`src/rtl/hyperbus_tx_pkg.sv`:
```
// hyperbus_tx_pkg: shared types for the HyperBus TX serializer.
// FSM states, CA width and the CA byte ordering on the bus.
package hyperbus_tx_pkg;

    localparam int CaW = 48;

    typedef enum logic [1:0] {
        IDLE,
        CMD,
        LAT,
        DATA
    } tx_state_e;

    typedef struct packed {
        logic [7:0] d0;
        logic [7:0] d1;
    } byte_pair_t;

    // CA goes out MSB first, one 16-bit slice per bus cycle
    function automatic byte_pair_t ca_pair(
        input logic [CaW-1:0] ca,
        input logic [1:0]     phase
    );
        byte_pair_t p;
        unique case (phase)
            2'd0: begin
                p.d0 = ca[47:40];
                p.d1 = ca[39:32];
            end
            2'd1: begin
                p.d0 = ca[31:24];
                p.d1 = ca[23:16];
            end
            default: begin
                p.d0 = ca[15:8];
                p.d1 = ca[7:0];
            end
        endcase
        return p;
    endfunction

endpackage

```
`src/rtl/hyperbus_tx_downcnt.sv`:
```
// hyperbus_tx_downcnt: loadable down-counter with a zero flag.
// Decrement stops at zero; load has priority over decrement.
module hyperbus_tx_downcnt #(
    parameter int W = 4
) (
    input  logic         clk_i,
    input  logic         rst_ni,
    input  logic         load_i,
    input  logic [W-1:0] val_i,
    input  logic         dec_i,
    output logic         zero_o
);

    logic [W-1:0] cnt_q;
    logic [W-1:0] cnt_d;

    // next count: load, else step down towards zero
    always_comb begin
        cnt_d = cnt_q;
        if (load_i) begin
            cnt_d = val_i;
        end else if (dec_i && (cnt_q != '0)) begin
            cnt_d = cnt_q - W'(1);
        end
    end

    // count register
    always_ff @(posedge clk_i or negedge rst_ni) begin
        if (!rst_ni) begin
            cnt_q <= '0;
        end else begin
            cnt_q <= cnt_d;
        end
    end

    assign zero_o = (cnt_q == '0);

endmodule

```
`src/rtl/hyperbus_tx_serializer.sv`:
```
// hyperbus_tx_serializer: CA + write data to DDR byte pairs for DQ/RWDS.
// Optional word counter on tx_words_o: define HYPERBUS_TX_WORDCNT_EN.
module hyperbus_tx_serializer
    import hyperbus_tx_pkg::*;
#(
    parameter  int MaxLat = 15,
    parameter  int BurstW = 8,
    localparam int LW     = $clog2(MaxLat + 1)
) (
    input  logic              clk_i,
    input  logic              rst_ni,
    input  logic              start_i,
    input  logic [CaW-1:0]    ca_i,
    input  logic [LW-1:0]     latency_i,
    input  logic [BurstW-1:0] burst_len_i,
    output logic              ready_o,
    input  logic              tx_valid_i,
    output logic              tx_ready_o,
    input  logic [15:0]       tx_data_i,
    input  logic [1:0]        tx_strb_i,
    output logic [7:0]        dq_d0_o,
    output logic [7:0]        dq_d1_o,
    output logic              rwds_d0_o,
    output logic              rwds_d1_o,
    output logic              dq_oe_o,
    output logic              rwds_oe_o,
    output logic              clk_en_o,
    output logic              done_o,
    output logic [31:0]       tx_words_o
);

    tx_state_e      state_q, state_d;
    logic [1:0]     phase_q, phase_d;
    logic           fin_q, fin_d;
    logic [CaW-1:0] ca_q;
    logic [LW-1:0]  lat_q;
    logic [LW-1:0]  lat_sat;

    logic           ready_q, ready_d;
    logic           tx_ready_q, tx_ready_d;
    logic [7:0]     dq0_q, dq0_d;
    logic [7:0]     dq1_q, dq1_d;
    logic           rw0_q, rw0_d;
    logic           rw1_q, rw1_d;
    logic           dq_oe_q, dq_oe_d;
    logic           rwds_oe_q, rwds_oe_d;
    logic           clk_en_q, clk_en_d;
    logic           done_q, done_d;

    logic           start_ok;
    logic           hs;
    logic           ca_last;
    logic           lat_load;
    logic           lat_zero;
    logic           burst_zero;
    byte_pair_t     ca_pr;

    assign start_ok = start_i & ready_q;
    assign hs       = tx_valid_i & tx_ready_q;
    assign ca_last  = (state_q == CMD) && (phase_q == 2'd2);
    assign lat_load = ca_last && !ca_q[47];
    assign ca_pr    = ca_pair(ca_q, phase_q);

    // clamp requested latency into 1..MaxLat
    always_comb begin
        lat_sat = latency_i;
        if (latency_i == '0) begin
            lat_sat = LW'(1);
        end else if (latency_i > LW'(MaxLat)) begin
            lat_sat = LW'(MaxLat);
        end
    end

    hyperbus_tx_downcnt #(
        .W (LW)
    ) u_lat_cnt (
        .clk_i  (clk_i),
        .rst_ni (rst_ni),
        .load_i (lat_load),
        .val_i  (lat_q - LW'(1)),
        .dec_i  (state_q == LAT),
        .zero_o (lat_zero)
    );

    hyperbus_tx_downcnt #(
        .W (BurstW)
    ) u_burst_cnt (
        .clk_i  (clk_i),
        .rst_ni (rst_ni),
        .load_i (start_ok),
        .val_i  (burst_len_i),
        .dec_i  (hs),
        .zero_o (burst_zero)
    );

    // capture the request when it is accepted
    always_ff @(posedge clk_i or negedge rst_ni) begin
        if (!rst_ni) begin
            ca_q  <= '0;
            lat_q <= LW'(1);
        end else if (start_ok) begin
            ca_q  <= ca_i;
            lat_q <= lat_sat;
        end
    end

    // state register
    always_ff @(posedge clk_i or negedge rst_ni) begin
        if (!rst_ni) begin
            state_q <= IDLE;
            phase_q <= 2'd0;
            fin_q   <= 1'b0;
        end else begin
            state_q <= state_d;
            phase_q <= phase_d;
            fin_q   <= fin_d;
        end
    end

    // next-state logic; fin_d marks a completed transaction
    always_comb begin
        state_d = state_q;
        phase_d = phase_q;
        fin_d   = 1'b0;
        unique case (state_q)
            IDLE: begin
                if (start_ok) begin
                    state_d = CMD;
                    phase_d = 2'd0;
                end
            end
            CMD: begin
                if (phase_q == 2'd2) begin
                    phase_d = 2'd0;
                    fin_d   = ca_q[47];
                    state_d = ca_q[47] ? IDLE : LAT;
                end else begin
                    phase_d = phase_q + 2'd1;
                end
            end
            LAT: begin
                if (lat_zero) begin
                    state_d = DATA;
                end
            end
            DATA: begin
                if (hs && burst_zero) begin
                    state_d = IDLE;
                    fin_d   = 1'b1;
                end
            end
            default: begin
                state_d = IDLE;
            end
        endcase
    end

    // output decisions for next cycle; DQ/RWDS hold unless driven
    always_comb begin
        dq0_d      = dq0_q;
        dq1_d      = dq1_q;
        rw0_d      = rw0_q;
        rw1_d      = rw1_q;
        dq_oe_d    = 1'b0;
        rwds_oe_d  = 1'b0;
        clk_en_d   = 1'b0;
        done_d     = fin_q;
        ready_d    = (state_d == IDLE);
        tx_ready_d = (state_d == DATA);
        unique case (state_q)
            IDLE: begin
                dq0_d = '0;
                dq1_d = '0;
                rw0_d = 1'b0;
                rw1_d = 1'b0;
            end
            CMD: begin
                dq0_d    = ca_pr.d0;
                dq1_d    = ca_pr.d1;
                rw0_d    = 1'b0;
                rw1_d    = 1'b0;
                dq_oe_d  = 1'b1;
                clk_en_d = 1'b1;
            end
            LAT: begin
                clk_en_d = 1'b1;
            end
            DATA: begin
                dq_oe_d   = 1'b1;
                rwds_oe_d = 1'b1;
                if (hs) begin
                    dq0_d    = tx_data_i[15:8];
                    dq1_d    = tx_data_i[7:0];
                    rw0_d    = ~tx_strb_i[1];
                    rw1_d    = ~tx_strb_i[0];
                    clk_en_d = 1'b1;
                end
            end
            default: begin
                dq0_d = '0;
                dq1_d = '0;
            end
        endcase
    end

    // output registers
    always_ff @(posedge clk_i or negedge rst_ni) begin
        if (!rst_ni) begin
            ready_q    <= 1'b1;
            tx_ready_q <= 1'b0;
            dq0_q      <= '0;
            dq1_q      <= '0;
            rw0_q      <= 1'b0;
            rw1_q      <= 1'b0;
            dq_oe_q    <= 1'b0;
            rwds_oe_q  <= 1'b0;
            clk_en_q   <= 1'b0;
            done_q     <= 1'b0;
        end else begin
            ready_q    <= ready_d;
            tx_ready_q <= tx_ready_d;
            dq0_q      <= dq0_d;
            dq1_q      <= dq1_d;
            rw0_q      <= rw0_d;
            rw1_q      <= rw1_d;
            dq_oe_q    <= dq_oe_d;
            rwds_oe_q  <= rwds_oe_d;
            clk_en_q   <= clk_en_d;
            done_q     <= done_d;
        end
    end

`ifdef HYPERBUS_TX_WORDCNT_EN
    logic [31:0] words_q;

    // running count of accepted data words
    always_ff @(posedge clk_i or negedge rst_ni) begin
        if (!rst_ni) begin
            words_q <= '0;
        end else if (hs) begin
            words_q <= words_q + 32'd1;
        end
    end

    assign tx_words_o = words_q;
`else
    assign tx_words_o = 32'h0;
`endif

    assign ready_o    = ready_q;
    assign tx_ready_o = tx_ready_q;
    assign dq_d0_o    = dq0_q;
    assign dq_d1_o    = dq1_q;
    assign rwds_d0_o  = rw0_q;
    assign rwds_d1_o  = rw1_q;
    assign dq_oe_o    = dq_oe_q;
    assign rwds_oe_o  = rwds_oe_q;
    assign clk_en_o   = clk_en_q;
    assign done_o     = done_q;

endmodule
```
`config.mk`:
```
export PLATFORM = sky130hd
export DESIGN_NAME = hyperbus_tx_serializer
export DESIGN_NICKNAME = d
export VERILOG_FILES = /design/src/rtl/hyperbus_tx_pkg.sv /design/src/rtl/hyperbus_tx_downcnt.sv /design/src/rtl/hyperbus_tx_serializer.sv
export SDC_FILE = /design/constraint.sdc
export NUM_CORES = 1
export LEC_CHECK = 0
export CAP_MARGIN = 20
export CORE_MARGIN = 5
export CORE_UTILIZATION = 49
export CTS_BUF_LIST = sky130_fd_sc_hd__clkbuf_8
export DETAILED_ROUTE_END_ITERATION = 6
export PLACE_DENSITY = 0.87
export SLEW_MARGIN = 20
export SYNTH_ARGS = -nofsm -noshare
export SYNTH_HDL_FRONTEND = slang
export SYNTH_SLANG_ARGS = --single-unit
export TNS_END_PERCENT = 100
```
`constraint.sdc`:
```
create_clock -name clk_i -period 2.4 [get_ports clk_i]
set_input_delay 0.72 -clock clk_i [delete_from_list [all_inputs] [get_ports clk_i]]
set_output_delay 0.72 -clock clk_i [all_outputs]
set_load 0.03 [all_outputs]
```
==> metrics.md, run 1 <==
| Metric | Value |
|---|---|
| Worst path cell trace | clkdlybuf4s50_1 |
| Crit. End Element | output pin |
| Final setup fails | 0 |
| Worst Hold Class | in2async |
| Startpoint types | flip-flop |
| RePlAce Congestion | between 0.8 and 0.9 |
| # IOs | about 140 |
| Final Slew Violations | 0 |
| Worst path depth | 1 |
| Rows | 35 |
| Worst flop-to-flop path startpoint | state_q[1] |
| H-tree lvl count | 3 |
| Slowest cell on the critical path | clkdlybuf4s50_1 |
| Number of buffers and inverters on the critical path | 1 |
| GR Util All Layers | slightly below 20% |
| Achievable Freq | 0.434 GHz |
| Register area share after synthesis | about half |
| CTS tree | built |
| Max FO, Critical Path | 4 |
| Hold_buf cts | 0 |
| Outcome | completed |
| Synth cell types | 46 |
| Layout cell share with drive strength beyond 1 | approximately 6.8% |
| Most instantiated library cell after synthesis | nand2_1 |
| Period utilization | a little over nine tenths |
| Port Buf Inserts | 105 |
| MaxCap Viol Count | 0 |
| Post-synth EDFFs | 0 |
| Critical path class | reg2out |
| Reg-to-Reg End | u_lat_cnt.cnt_q[2] |
| Post-synth top area share | between 40% and 50% |
| P&R area growth vs syn | 28.9% |
| Arrival time at the worst endpoint | around 1.6 ns |
| RSZ-0062 raised after global routing | no |
| Slew headroom | about 63% |
| Worst-margin pin slew | approximately 0.55 ns |
| Remaining Overflow, GRT | 0 |
| Fillers | approximately 750 |
| Worst EP required | about 1.7 ns |
| Clk_lat worst skew | about 0.37 ns |
| Setup TNS Final | 0 ns |
| Initial Util | 50.0% |
| Count of final hold-check violations | 0 |
| Register-to-Register Path Depth | 10 |
| YS warnings | 0 |
| Pin count of the biggest net entering global routing | 53 |
| WL final | ~11000 um |
| Ys flop type | dfrtp_1 |
| Pre-CTS WS | roughly 0.20 ns |
| Async S/R FF share, synth | 100% |
| Via density | roughly 5.0 |
| R2R Setup Slk | between 0.2 and 0.25 ns |
| Yosys reg bits | 93 |
| Clk buf depth | 2 |
| Worst path max stage delay | about 0.67 ns |
| Syn Area/Cell | 8.72 um2 |
| Num CTS Buffers | 9 |
| First-pass GRT wire length | ~18000 um |
| VDD IR max | around 0.54 mV |
| Synth area leader | dfrtp_1 |
| Die width | around 110 um |
| Cells after synthesis | between 500 and 600 |
| Core Area | between 0.009 and 0.01 mm2 |
| Avg WL per Cell | approximately 15 um |
| Leakage power | ~2.7 nW |
| Commonest cells in the synthesized netlist | 189 x nand2_1, 91 x dfrtp_1, 32 x buf_4 |
| Top delay family on crit path | buffers and inverters |
| Clock transition at the registers of the reported paths | 0.09 ns |
| DRC Markers | 0 |
| Root Buffer | clkbuf_8 |
| Die height | 107 um |
| Number of global-route vias before repair | 3623 |
| Die ar. | about 0.011 mm2 |
| Initial antenna violation count | 0 |
| # nets final | a little over 700 |
| Clk_skew | 0.0167 ns |
| Top cells by area, synth | dfrtp_1 50%, nand2_1 16%, buf_4 5.2% |
| Synth Cell Area | ~0.0046 mm2 |
| DR iter-0 viols | around 280 |
| Remaining antenna violation count after routing | 0 |
| Vias | 3723 |
| ANT cells | 0 |
| Post-DP HPWL | ~8000 um |
| Final setup margin | roughly 0.094 ns |
| Drt pass-1 iters | 5 |
| CTS sink cnt | 93 |
| Pwr/cell area | 1270 mW/mm2 |
| Crit path time final | 2.31 ns |
-- report_power, final --
group          switching (mW)  internal, mW  total, mW
clock                   0.595         0.531       1.13
combinational            2.13          1.43       3.56
sequential              0.478          2.32       2.79
-- final cells by class --
cell class              instances  area, um2  area share (%)
well taps                     111        139            2.35
repair buffers                119       1190            20.2
flip-flops and latches         93       2330            39.5
clock inverters                 6       76.3            1.29
inverters                       8       30.0           0.509
multi-input cells             392       2000            33.8
clock buffers                  10        138            2.33
-- routing by layer --
metal	GRT usage [%]	part of all wire (%)	routed length [um]	vias to the layer above
met4	6.67	1.5	163	0
met2	29.0	47	5100	140
met5	0	0	0	-
met3	4.15	6.9	748	14
li1	-	-	-	1858
met1	28.7	45	4910	1711
-- state kept, by name, summed over array words and instances, names as in the netlist --
signal             cells
lat_q                  4
dq_d0_o                8
clk_en_o               1
rwds_oe_o              1
state_q                2
dq_d1_o                8
done_d                 1
ca_q                  48
tx_ready_o             1
u_lat_cnt.cnt_q        4
ready_o                1
done_o                 1
u_burst_cnt.cnt_q      8
dq_oe_o                1
phase_q                2
rwds_d1_o              1
rwds_d0_o              1
-- layout by cell type (no fill, tap or decap), drive strengths merged, types with 7 or more instances in the layout --
cell type / n
nand2: 189
a22oi: 16
dfrtp: 91
o21ai: 31
clkdlybuf4s50: 104
conb: 32
inv: 12
a21oi: 26
buf: 15
nor2: 21
nor3: 7
ha: 7
clkbuf: 10
mux2i: 18
-- worst reg2reg max path, cell delays in order, from the launching register on --
cell,delay (ns)
dfrtp_1,0.45
inv_1,0.14
ha_1,0.19
nor4bb_2,0.31
buf_4,0.19
mux2i_1,0.22
ha_1,0.22
nand2_1,0.10
nor3_2,0.14
a211oi_2,0.06
a21oi_1,0.11
-- cells by family (layout without fill, tap and decap cells) --
family,after synthesis,after routing,synth area share (%)
DFF,93,93,50.9
xor gates and xnor gates,8,8,1.53
other,1,32,0.0819
adders and majority gates,7,7,1.91
and+or+nand+nor,235,235,20.6
muxes,18,18,3.94
buffers and inverters,71,143,8.56
AOI/OAI and AO/OA,92,92,12.5
-- metrics by stage --
stage	cell area, um2	hold slack, ns	util [%]	power [mW]	instances
floorplan	4690	0.331	-	5.14	556
global placement	5660	0.335	61.9	6.16	722
detailed placement	5660	0.353	61.9	6.35	722
CTS	5880	0.238	64.2	7.48	738
global route	5900	0.246	64.5	8.07	739
finish	5900	0.241	64.5	7.48	739
-- repair_timing --
action,CTS,global route
setup endpoints to repair,0,1
setup buffers,0,1
endpoints found under the hold margin,0,0
gates resized for setup,0,3
-- worst max-delay path by stage --
stage                          start                   end  slack (ns)
after floorplan           state_q[1]    u_lat_cnt.cnt_q[2]        0.39
after global placement    tx_valid_i            state_q[1]        0.30
after detailed placement  tx_valid_i  u_burst_cnt.cnt_q[7]        0.20
after CTS                    ready_o               ready_o        0.07
after global routing      state_q[1]    u_lat_cnt.cnt_q[2]        0.02
final                        ready_o               ready_o        0.09
No activity file was read; power rests on OpenSTA's default activity.
==> run 2, diff against run 1 <==
--- a/config.mk
+++ b/config.mk
@@ -15,4 +15,3 @@
 export SYNTH_ARGS = -nofsm -noshare
 export SYNTH_HDL_FRONTEND = slang
 export SYNTH_SLANG_ARGS = --single-unit
-export TNS_END_PERCENT = 100
==> results of run 2 <==
No change in the layout: final DEF, timing and power equal those of run 1.
==> run 3, diff against run 2 <==
--- a/config.mk
+++ b/config.mk
@@ -10,6 +10,7 @@
 export CORE_UTILIZATION = 49
 export CTS_BUF_LIST = sky130_fd_sc_hd__clkbuf_8
 export DETAILED_ROUTE_END_ITERATION = 6
+export GPL_TIMING_DRIVEN = 0
 export PLACE_DENSITY = 0.87
 export SLEW_MARGIN = 20
 export SYNTH_ARGS = -nofsm -noshare
==> run 3 against run 2 <==
Net effect: via count increased by 11%; global-route usage increased by 2.2 points; critical path depth unchanged; count of clock-buffer cells in the layout unchanged; final area increased by 3.6%.
==> metrics.md, run 3 (synthesized netlist as in run 1, its figures left out) <==
| Metric | Value |
|---|---|
| Outcome | completed |
| Final Slew Violations | 0 |
| # IOs | approximately 140 |
| Rows | 35 |
| Achievable Freq | 0.430 GHz |
| MaxCap Viol Count | 0 |
| Die width | approximately 110 um |
| Seq pwr share | a little under two fifths |
| Worst path cell trace | clkdlybuf4s50_1 |
| DRC Markers | 0 |
| Fillers | approximately 740 |
| Num CTS Buffers | 9 |
| Drt pass-1 iters | 5 |
| R2R Setup Slk | roughly 0.16 ns |
| Register-to-Register Path Depth | 9 |
| CTS tree | built |
| CTS sink cnt | 93 |
| Sw Pwr | between 3 and 4 mW |
| WL final | about 12000 um |
| Pre-CTS WS | -0.170 ns |
| Routed metal-1 wirelength | between 5000 and 6000 um |
| Remaining antenna violation count after routing | 0 |
| Initial Util | 50.0% |
| Avg WL per Cell | 15.4 um |
| Leakage power | between 2 and 3 nW |
| Remaining Overflow, GRT | 0 |
| Pwr/cell area | ~1200 mW/mm2 |
| DR iter-0 viols | 236 |
| Via density | ~5.2 |
| Clk pwr share | 14.2% |
| Worst-margin pin slew | 0.595 ns |
| Slew headroom | about 60% |
| Worst Hold Class | in2async |
| Worst flop-to-flop path startpoint | state_q[1] |
| Routed wl met2 | 5890 um |
| Net Sw Frac | about 44% |
| Core Area | between 0.009 and 0.01 mm2 |
| Clk_lat worst skew | 0.36 ns |
| GR Util All Layers | a little over a fifth |
| # nets final | roughly 760 |
| DR WL met3 | approximately 900 um |
| Final setup fails | 0 |
| Max FO, Critical Path | 4 |
| ANT cells | 0 |
| Layout cell share with drive strength beyond 1 | under 10% |
| Crit. End Element | output pin |
| RSZ-0062 raised after global routing | no |
| Clock transition at the registers of the reported paths | 0.09 ns |
| Postcts setup bufs | 0 |
| Post-DP HPWL | ~9300 um |
| Startpoint types | flip-flop |
| Commonest non-fill, non-tap cells in the layout | 189 x nand2_1, 104 x clkdlybuf4s50_1, 91 x dfrtp_1 |
| Largest register FFs | 48 |
| Count of final hold-check violations | 0 |
| Slowest cell on the critical path | clkdlybuf4s50_1 |
| Top delay family on crit path | buffers and inverters |
| Root Buffer | clkbuf_8 |
| Most common cell after layout, fill and taps aside | nand2_1 |
| RePlAce Congestion | approximately 0.9 |
| Final setup margin | around 0.073 ns |
| Vias | between 4k and 5k |
| Number of buffers and inverters on the critical path | 1 |
| Worst EP required | 1.68 ns |
| Internal power | approximately 4.2 mW |
| Reg-to-Reg End | u_lat_cnt.cnt_q[2] |
| Critical path class | reg2out |
| Port Buf Inserts | roughly 110 |
| Pin count of the biggest net entering global routing | 56 |
| H-tree lvl count | 3 |
| Crit path time final | roughly 2.3 ns |
| Gate power share | between 40% and 50% |
| Clk buf depth | 2 |
| Die height | around 110 um |
| Period utilization | about 97% |
| Initial antenna violation count | 0 |
| Worst path max stage delay | 0.68 ns |
| Number of global-route vias before repair | 4169 |
| Clk_skew | 0.0142 ns |
| P&R area growth vs syn | 33.5% |
| Biggest register | ca_q |
| Worst hold margin | 0.332 ns |
| Arrival time at the worst endpoint | 1.61 ns |
| First-pass GRT wire length | just under 20000 um |
| VDD IR max | around 0.45 mV |
| Top sig layer | met4 |
| Die ar. | roughly 0.011 mm2 |
| Setup TNS Final | 0 ns |
-- run 3: cell count changes in the layout (fill, tap and decap cells not counted), sizes merged --
cell / before / now
clkinv: 1 / 2
clkbuf: 10 / 32
inv: 12 / 10
buf: 15 / 43
-- run 3: repair_timing --
item / in CTS / in global routing
setup endpoints to repair: 0 / 1
gates resized for setup: 0 / 2
hold buffers: 0 / 0
endpoints found under the hold margin: 0 / 0
-- run 3: worst max path at each step --
stage	from	end	cells past startpoint
floorplan	state_q[1]	u_lat_cnt.cnt_q[2]	9
CTS	ready_o	ready_o	1
global placement	rst_ni	dq_d0_o[3]	1
finish	ready_o	ready_o	1
global route	state_q[1]	u_lat_cnt.cnt_q[2]	10
detailed placement	tx_valid_i	rwds_d0_o	5
-- run 3: routing by layer --
layer / GRT usage (%) / vias to the layer above
met3: 3.37 / 29
met1: 28.9 / 1952
met5: 0 / -
li1: - / 1955
met4: 8.77 / 0
met2: 36.2 / 182
-- run 3: stage by stage --
step	util, %	instance area (um2)	instances	total power, mW
final	66.8	6110	788	7.50
after detailed placement	64.6	5910	773	6.40
after global placement	64.3	5880	772	6.20
after floorplan	-	4690	556	5.14
after global routing	66.8	6110	788	8.07
after CTS	66.7	6110	788	7.47
-- run 3: layout make-up --
class / count / area [um2] / area share [%]
clock inverter: 5 / 60.1 / 0.983
multi-input combinational: 392 / 1970 / 32.3
timing repair buffer: 106 / 1080 / 17.6
sequential: 93 / 2330 / 38.1
clock buffer: 10 / 138 / 2.25
buffer: 63 / 364 / 5.96
inverter: 8 / 30.0 / 0.491
tap: 111 / 139 / 2.27
-- run 3: power groups by stage --
stage | Combinational (mW) | Sequential, mW | Clock, mW
floorplan | 2.09 | 3.05 | 0
global placement | 3.43 | 2.77 | 0
detailed placement | 3.59 | 2.81 | 0
CTS | 3.62 | 2.78 | 1.07
global route | 4.05 | 2.89 | 1.13
finish | 3.64 | 2.79 | 1.07
